<file path="src/rtl/inbuf_loader_if.sv">
// Stream/strobe bundle between a tile source, the inbuf_loader and the lane FIFO bank.
// master: tile source side (drives start/rows/stream, observes status and strobes).
// slave : loader side (consumes start/rows/stream, drives ready, FIFO strobes and status).
interface inbuf_loader_if #(
  parameter int WORDLEN = 8,
  parameter int LANES   = 4,
  parameter int CNTW    = 5
);
  logic                start;
  logic [CNTW-1:0]     rows;
  logic                s_valid;
  logic [WORDLEN-1:0]  s_data;
  logic                s_ready;
  logic [LANES-1:0]    buf_write;
  logic [WORDLEN-1:0]  buf_din;
  logic [LANES-1:0]    buf_read;
  logic                busy;
  logic                done;
  logic                err;

  modport master (
    output start, rows, s_valid, s_data,
    input  s_ready, buf_write, buf_din, buf_read, busy, done, err
  );

  modport slave (
    input  start, rows, s_valid, s_data,
    output s_ready, buf_write, buf_din, buf_read, busy, done, err
  );
endinterface

</file>
<file path="src/rtl/inbuf_loader.sv">
// Purpose: loads one row-major tile into per-lane FIFOs with systolic skew padding, then drains them.
// Latency: start to done = 1+(LANES-1)+K*LANES+1+2+(K+LANES-1) cycles plus stream stall cycles.
// Backpressure: s_ready high only while loading; s_valid gaps stall the load, no FIFO full check.
// Ports: clk/rstn (sync, active-low); bus.slave carries start/rows, the s_valid/s_ready/s_data
//        stream, buf_write/buf_din/buf_read FIFO strobes and busy/done/err status. All outputs registered.
module inbuf_loader #(
  parameter int WORDLEN = 8,
  parameter int LANES   = 4,
  parameter int DEPTH   = 8,
  parameter int CNTW    = 5
) (
  input  logic           clk,
  input  logic           rstn,
  inbuf_loader_if.slave  bus
);

  typedef enum logic [2:0] {
    S_IDLE, S_PAD, S_LOAD, S_SETTLE, S_DRAIN, S_DONE
  } state_t;

  localparam logic [CNTW-1:0] LASTCOL = CNTW'(LANES - 1);
  localparam logic [CNTW-1:0] PADLAST = CNTW'(LANES - 2);

  state_t              state, state_n;
  logic [CNTW-1:0]     cnt, cnt_n;   // pad index / settle count / drain count
  logic [CNTW-1:0]     row, row_n;
  logic [CNTW-1:0]     col, col_n;
  logic [CNTW-1:0]     k_q, k_n;

  logic                s_ready_q, s_ready_n;
  logic [LANES-1:0]    buf_write_q, buf_write_n;
  logic [WORDLEN-1:0]  buf_din_q, buf_din_n;
  logic [LANES-1:0]    buf_read_q, buf_read_n;
  logic                busy_q, busy_n;
  logic                done_q, done_n;
  logic                err_q, err_n;
  logic                beat;

  assign beat = s_ready_q && bus.s_valid;

  always_ff @(posedge clk) begin
    if (!rstn) begin
      state       <= S_IDLE;
      cnt         <= '0;
      row         <= '0;
      col         <= '0;
      k_q         <= '0;
      s_ready_q   <= 1'b0;
      buf_write_q <= '0;
      buf_din_q   <= '0;
      buf_read_q  <= '0;
      busy_q      <= 1'b0;
      done_q      <= 1'b0;
      err_q       <= 1'b0;
    end else begin
      state       <= state_n;
      cnt         <= cnt_n;
      row         <= row_n;
      col         <= col_n;
      k_q         <= k_n;
      s_ready_q   <= s_ready_n;
      buf_write_q <= buf_write_n;
      buf_din_q   <= buf_din_n;
      buf_read_q  <= buf_read_n;
      busy_q      <= busy_n;
      done_q      <= done_n;
      err_q       <= err_n;
    end
  end

  always_comb begin
    state_n     = state;
    cnt_n       = cnt;
    row_n       = row;
    col_n       = col;
    k_n         = k_q;
    s_ready_n   = 1'b0;
    buf_write_n = '0;
    buf_din_n   = '0;
    buf_read_n  = '0;
    busy_n      = 1'b0;
    done_n      = 1'b0;
    err_n       = 1'b0;

    case (state)
      S_IDLE: begin
        if (bus.start) begin
          if (bus.rows != '0 && bus.rows <= CNTW'(DEPTH)) begin
            k_n     = bus.rows;
            cnt_n   = '0;
            row_n   = '0;
            col_n   = '0;
            state_n = (LANES > 1) ? S_PAD : S_LOAD;
          end else begin
            err_n = 1'b1;
          end
        end
      end
      S_PAD: begin
        if (cnt == PADLAST) begin
          cnt_n   = '0;
          state_n = S_LOAD;
        end else begin
          cnt_n = cnt + 1'b1;
        end
      end
      S_LOAD: begin
        if (beat) begin
          // Write is registered, so it lands the cycle after the beat.
          buf_write_n = LANES'(1) << col;
          buf_din_n   = bus.s_data;
          if (col == LASTCOL) begin
            col_n = '0;
            if (row == k_q - 1'b1) begin
              cnt_n   = '0;
              state_n = S_SETTLE;
            end else begin
              row_n = row + 1'b1;
            end
          end else begin
            col_n = col + 1'b1;
          end
        end
      end
      S_SETTLE: begin
        // Three cycles here: the first carries the final registered write,
        // the other two let it land and the FIFO empty flags catch up.
        if (cnt == CNTW'(2)) begin
          cnt_n   = '0;
          state_n = S_DRAIN;
        end else begin
          cnt_n = cnt + 1'b1;
        end
      end
      S_DRAIN: begin
        // Most-skewed lane holds K+LANES-1 words.
        if (cnt == k_q + LASTCOL - 1'b1) begin
          state_n = S_DONE;
        end else begin
          cnt_n = cnt + 1'b1;
        end
      end
      S_DONE: begin
        state_n = S_IDLE;
      end
      default: begin
        state_n = S_IDLE;
      end
    endcase

    // Outputs are registered from the state being entered.
    busy_n    = (state_n != S_IDLE);
    s_ready_n = (state_n == S_LOAD);
    done_n    = (state_n == S_DONE);
    if (state_n == S_DRAIN) begin
      buf_read_n = '1;
    end
    if (state_n == S_PAD) begin
      // Pad step p writes a zero into every lane above p.
      for (int i = 0; i < LANES; i++) begin
        buf_write_n[i] = (CNTW'(i) > cnt_n);
      end
    end
  end

  assign bus.s_ready   = s_ready_q;
  assign bus.buf_write = buf_write_q;
  assign bus.buf_din   = buf_din_q;
  assign bus.buf_read  = buf_read_q;
  assign bus.busy      = busy_q;
  assign bus.done      = done_q;
  assign bus.err       = err_q;

endmodule
</file>
<file path="src/flat_wrapper.sv">
// flat-port wrapper written by rule: the top's interface ports become plain ports
module inbuf_loader_flat 
#(
  parameter int WORDLEN = 8,
  parameter int LANES   = 4,
  parameter int DEPTH   = 8,
  parameter int CNTW    = 5
)
  (clk, rstn, bus_start, bus_rows, bus_s_valid, bus_s_data, bus_s_ready, bus_buf_write, bus_buf_din, bus_buf_read, bus_busy, bus_done, bus_err);
  inbuf_loader_if #(.WORDLEN(WORDLEN), .LANES(LANES), .CNTW(CNTW)) bus_i ();
  input  logic clk;
  input  logic rstn;
  input wire logic [$bits(bus_i.start)-1:0] bus_start;
  input wire logic [$bits(bus_i.rows)-1:0] bus_rows;
  input wire logic [$bits(bus_i.s_valid)-1:0] bus_s_valid;
  input wire logic [$bits(bus_i.s_data)-1:0] bus_s_data;
  output wire logic [$bits(bus_i.s_ready)-1:0] bus_s_ready;
  output wire logic [$bits(bus_i.buf_write)-1:0] bus_buf_write;
  output wire logic [$bits(bus_i.buf_din)-1:0] bus_buf_din;
  output wire logic [$bits(bus_i.buf_read)-1:0] bus_buf_read;
  output wire logic [$bits(bus_i.busy)-1:0] bus_busy;
  output wire logic [$bits(bus_i.done)-1:0] bus_done;
  output wire logic [$bits(bus_i.err)-1:0] bus_err;
  assign bus_i.start = bus_start;
  assign bus_i.rows = bus_rows;
  assign bus_i.s_valid = bus_s_valid;
  assign bus_i.s_data = bus_s_data;
  assign bus_s_ready = bus_i.s_ready;
  assign bus_buf_write = bus_i.buf_write;
  assign bus_buf_din = bus_i.buf_din;
  assign bus_buf_read = bus_i.buf_read;
  assign bus_busy = bus_i.busy;
  assign bus_done = bus_i.done;
  assign bus_err = bus_i.err;
  inbuf_loader #(.WORDLEN(WORDLEN), .LANES(LANES), .DEPTH(DEPTH), .CNTW(CNTW)) u_core (.clk(clk), .rstn(rstn), .bus(bus_i));
endmodule
</file>
<file path="config.mk">
export PLATFORM = sky130hd
export DESIGN_NAME = inbuf_loader_flat
export DESIGN_NICKNAME = d
export VERILOG_FILES = /design/src/rtl/inbuf_loader_if.sv /design/src/rtl/inbuf_loader.sv /design/src/flat_wrapper.sv
export SDC_FILE = /design/constraint.sdc
export NUM_CORES = 1
export LEC_CHECK = 0
export ABC_AREA = 1
export BUFFER_PORTS_ARGS = -buffer_cell sky130_fd_sc_hd__buf_2
export CAP_MARGIN = 0
export CORE_UTILIZATION = 51
export CTS_BUF_LIST = sky130_fd_sc_hd__clkbuf_8 sky130_fd_sc_hd__clkbuf_16
export CTS_CLUSTER_SIZE = 8
export DETAILED_ROUTE_END_ITERATION = 7
export HOLD_SLACK_MARGIN = 0.1
export PLACE_DENSITY_LB_ADDON = 0.25
export SYNTH_ARGS = -nofsm -noshare
export SYNTH_HDL_FRONTEND = slang
export SYNTH_SLANG_ARGS = --single-unit
export TNS_END_PERCENT = 20
</file>
<file path="constraint.sdc">
create_clock -name clk -period 2.1 [get_ports clk]
set_clock_uncertainty 0.2 [all_clocks]
set_input_delay 0.42 -clock clk [delete_from_list [all_inputs] [get_ports clk]]
set_output_delay 0.42 -clock clk [all_outputs]
set_load 0.005 [all_outputs]
</file>
# After elaboration in Yosys (flattened, before gate mapping)
# Index checks and enable logic that the tools add are counted.
dict set report totals {
  reg_bits 43
  inputBits 17
  output_inout_bits 20
  word_cells 84
}
dict set report classes {
  addsub 6
  n_lt_le_gt_ge 5
  eq_ne 17
  shift 1
  muxes 31
  n_reduce_logical 12
}
# operator n
set ops {}
lappend ops {{5-bit two-way mux} 14}
lappend ops {{3-bit two-way mux} 8}
lappend ops {{5-bit one-hot mux with 2 select lines} 2}
lappend ops {{5-bit one-hot mux with 4 select lines} 1}
lappend ops {{4-bit two-way mux} 4}
lappend ops {{5-bit by 1-bit adder with 5-bit output, second input constant} 3}
lappend ops {{3-bit one-hot mux with 5 select lines} 1}
lappend ops {{5-bit by 2-bit == test with 1-bit output, second input constant} 2}
lappend ops {{5-bit == test} 2}
lappend ops {{1-bit by 5-bit > comparator with 1-bit output, first input constant} 2}
lappend ops {{2-bit by 5-bit > comparator with 1-bit output, first input constant} 2}
lappend ops {{5-bit by 1-bit subtractor with 5-bit output, second input constant} 2}
lappend ops {{3-bit by 2-bit == test with 1-bit output, second input constant} 3}
lappend ops {{3-bit == test, second input constant} 3}
lappend ops {{3-bit AND reduction} 3}
lappend ops {{3-bit by 1-bit == test with 1-bit output, second input constant} 2}
lappend ops {{2-bit by 1-bit != test with 1-bit output, second input constant} 3}
lappend ops {{6-bit AND reduction} 1}
lappend ops {{5-bit by 2-bit adder with 5-bit output, second input constant} 1}
lappend ops {{5-bit by 4-bit <= comparator with 1-bit output, second input constant} 1}
lappend ops {{5-bit nonzero test} 1}
lappend ops {{1-bit by 5-bit << shifter with 4-bit output, first input constant} 1}
lappend ops {{2-bit != test, second input constant} 2}
lappend ops {{4-bit AND reduction} 1}
lappend ops {{6 further kinds} 7}

# Depth between registers and ports, before layout
dict set report depth {
  ltp_word 8
  ltp_mapped 18
  depth_no_buf 18
}

# Worst setup path before layout
# No wires, ideal clock.
dict set report synth_timing {
  path_kind {flip-flop to flip-flop}
  startpoint {reg u_core.k_q[1]}
  endpoint {reg u_core.buf_write_q[3] (netlist: u_core.bus.buf_write[3])}
  setup_ps 109
  arrival_time_ps 1829
  required_time_ps 1791
  setup_slack_ps -38
  path_stages_with_launch 17
  path_buffers 0
  period_less_slack_ps 2138
  path_cell_list {dfxtp_1 > inv_1 > ha_1 > xnor2_1 > nand3_2 > nor2_8 > nand2_4 > nand2_1 > nand3_1 > nand2_1 > inv_2 > nand2_1 > nor2_2 > nand3b_1 > nand3_1 > nand2_1 > inv_1}
}
dict set report synth_between {
  elab_chain_cells 8
  elab_cells_between_ends 18
  cone_classes {add/sub: 3; order compare: 1; eq/ne: 3; mux: 11}
}
# item line
set synth_rtl {}
lappend synth_rtl {{start, declared} inbuf_loader.sv:28} ;# logic [CNTW-1:0] k_q, k_n;
lappend synth_rtl {{start signal, assigned} inbuf_loader.sv:60} ;# k_q <= k_n;
lappend synth_rtl {{branches (longest 7 deep; another with 5-bit by 2-bit adder with 5-bit output)} n/a}
lappend synth_rtl {{4-bit two-way mux *} inbuf_loader.sv:158} ;# if (state_n == S_PAD) begin
lappend synth_rtl {{end signal, assigned} inbuf_loader.sv:62} ;# buf_write_q <= buf_write_n;
lappend synth_rtl {{end, declared} inbuf_loader.sv:31} ;# logic [LANES-1:0] buf_write_q, buf_write_n;
# Every way passes the cells marked *.
# A chain may end at the register's enable or synchronous reset.

# Final worst setup path
# Same ends and word-level chain as after synthesis.

==> results.json <==
{
  "status": "complete, but fails checks",
  "failed_checks": "negative setup slack",
  "cp_slowest_stage_delay_ps": 360,
  "io_buffers": 36,
  "setup_slack_ps": -127,
  "n_antenna_cell": 0,
  "nFillCells": 374,
  "antenna_found_initial": 0,
  "coreArea_um2": 4410,
  "clk_latency_ps": 290,
  "slowest_stage": "dfxtp_2",
  "yosysSeqAreaShare": 0.338,
  "die_h_um": 70.2,
  "max_slew_margin": 0.728,
  "synth-xor-area-share": 0.0338,
  "synthSimpleGateAreaFrac": 0.408,
  "cts.hold.buffers_added": 0,
  "yosys_most_used_dff": "dfxtp_1",
  "dpl.cell_count": 446,
  "post_cts.repair.setup_buffers": 0,
  "r2r_setup_slack_ps": -130,
  "wire_per_inst_um": 12.1,
  "viasPerCell": 4.92,
  "yosys-top-cells-area": "dfxtp_1 34%, nand2_1 11%, inv_1 7.0%, nor2_1 6.0%, nand3_1 5.9%",
  "cts-root-buf": "clkbuf_8",
  "synth_area_per_cell_um2": 7.03,
  "grt_usage": 0.236,
  "leakage_nw": 1.47,
  "fin_tns_setup_ps": -220,
  "worstPathRequired_ps": 2100,
  "cts_tree": "done",
  "crit_top_cell": "nand2_2",
  "drt-pass1-iter-count": 4,
  "clk_pin_slew_worst_paths_ps": 80,
  "die_w_um": 70.2,
  "min_path_type": "primary input to register",
  "antenna_left": 0,
  "min_period_ps": 2230,
  "peakVddDrop_mv": 0.494,
  "synth_top_area_cell": "dfxtp_1",
  "synth_compound_area_frac": 0.0666,
  "p_comb_frac": 0.172,
  "yosys.area_share.adder": 0.0423,
  "synth_edf_count": 0,
  "p_sw_uw": 461,
  "syn_to_final_growth_pct": 27.6,
  "htree_levels": 2,
  "setup_violations": 4,
  "intPower_mw": 1.26,
  "instances_no_fill": 454,
  "initialDrtViolationCount": 155,
  "worst_slew_pin_slew_ps": 407,
  "netlist_instances": 337,
  "powerDensity_nw_per_um2": 569,
  "overflow": 0,
  "clk_path_buf_depth": 2,
  "place_ws_ps": -122,
  "synthesis.area_um2": 2370,
  "synth_top_family_by_area": "simple AND/OR/NAND/NOR gates",
  "cts.sinks": 40,
  "crit_family": "simple AND/OR/NAND/NOR gates",
  "hold_slack_ps": 128,
  "ys_top_cells_by_count": "70 x nand2_1, 44 x inv_1, 40 x dfxtp_1",
  "synth_cell_types": 34,
  "maxCapViolations": 0,
  "dp_hpwl_mm": 4.07,
  "rsz0062_at_grt": "yes",
  "synthMuxAreaShare": 0,
  "path_class": "register to register",
  "nets": 426,
  "worstPathCellList": "buf_4 -> ha_4 -> inv_1 -> nand2_2 -> nand2_2 -> nand2_2 -> nand2_4 -> nor2_8 -> nand2_4 -> nand2_1 -> nand3_1 -> nand2_1 -> inv_2 -> nand2_2 -> nor2_4 -> nand3b_1 -> nand3_1 -> nand2_1 -> inv_1",
  "routed_wl_mm": 5.48,
  "vias": 2234,
  "end_kind": "register",
  "cp.buffers_inverters": 4,
  "yosysWarnings": 0,
  "grt_max_degree": 14,
  "seqPwrFrac": 0.462,
  "cts-buffers-inserted": 5,
  "synth-seq-cells": 40,
  "dieArea_um2": 4920,
  "synth_top_area_frac": 0.338,
  "fmax_mhz": 449,
  "start_kind": "register",
  "min_period_over_period": 1.06,
  "hold_viol": 0,
  "synth_most_common_cell": "nand2_1",
  "timing.final.max_slew_violations": 0,
  "clkPwrFrac": 0.366,
  "path_max_fanout": 6,
  "io_pins": 37,
  "drc": 0,
  "grt_first_pass_wirelength_mm": 9.31,
  "worstPathArrival_ps": 2220,
  "initial_utilization": 0.537,
  "synth_nets": 362,
  "place_congestion": 0.870,
  "ys_async_sr_fraction": 0,
  "switching_share": 0.268,
  "postLayoutCoreUtil": 0.685,
  "grt_pass1_vias": 2148,
  "drive_above_1_share": 0.366,
  "rows": 24
}
path summary, 6_finish.rpt:
check                start                      end  depth (start not counted)
max          u_core.k_q[1]  u_core.bus.buf_write[3]                         19
min          bus_s_data[1]    u_core.bus.buf_din[1]                          3
max reg2reg  u_core.k_q[1]  u_core.bus.buf_write[3]                         19
min reg2reg  u_core.k_q[4]            u_core.k_q[4]                          2
metal layers:
metal  part of all wire  vias up  GRT usage
met1               0.46     1005      0.304
met4              0.012        0     0.0667
li1                   -     1174          -
met2               0.49       45      0.399
met3              0.038       10     0.0491
met5                  0        -          0
logic make-up after synthesis:
kind of cell	Yosys count
xor+xnor	7
simple gates	186
fa+ha+maj	8
buf+inv	66
compound gates	30
flops	40
stage by stage:
| stage | power (mW) | instance area [um2] |
|---|---|---|
| 2_1_floorplan | 0.975 | 2370 |
| 3_3_place_gp | 1.07 | 2780 |
| 3_5_place_dp | 1.07 | 2780 |
| 4_1_cts | 1.73 | 2950 |
| 5_1_grt | 1.79 | 3020 |
| 6_report | 1.72 | 3020 |
flip-flops by register name, indices dropped and copies added, names as in the netlist:
signal                count
u_core.bus.buf_din        8
u_core.bus.buf_read       1
u_core.bus.buf_write      4
u_core.bus.busy           1
u_core.bus.done           1
u_core.bus.err            1
u_core.bus.s_ready        1
u_core.cnt                5
u_core.col                5
u_core.k_q                5
u_core.row                5
u_core.state              3
worst reg2reg max path: stages (launching register included):
cell      delay [ps]
dfxtp_2          360
buf_4            130
ha_4             130
inv_1             50
nand2_2           90
nand2_2           70
nand2_2           80
nand2_4           70
nor2_8           180
nand2_4           80
nand2_1           70
nand3_1           60
nand2_1          110
inv_2             50
nand2_2           80
nor2_4            50
nand3b_1         110
nand3_1           80
nand2_1           60
inv_1             30
power by group through the flow:
stage          registers [mW]  clock network (mW)  logic, mW
2_1_floorplan           0.811                   0      0.165
3_3_place_gp            0.809                   0      0.260
3_5_place_dp            0.809                   0      0.265
4_1_cts                 0.792               0.649      0.285
5_1_grt                 0.795               0.669      0.329
6_report                0.793               0.629      0.295
placed cells by master, fill, tap and decap left out, types with 16 or more instances in the layout:
cell type,instances
a21oi_1,16
buf_2,36
buf_4,26
dfxtp_1,37
inv_1,41
inv_2,19
nand2_1,63
nand2_2,16
nand3_1,25
nor2_1,36
area by class of cell:
type	instances	area, um2	area share
well taps	52	65.1	0.0215
clock inverters	3	42.5	0.0141
clock buffers	5	68.8	0.0228
inverters	61	231	0.0766
repair buffers	62	375	0.124
flip-flops and latches	40	805	0.266
multi-input cells	231	1430	0.475
what timing repair did:
action / in CTS / in global routing
pin swaps: 6 / 12
setup endpoints to repair: 4 / 7
gates resized for setup: 14 / 18
Power figures use the tool's default switching activity.
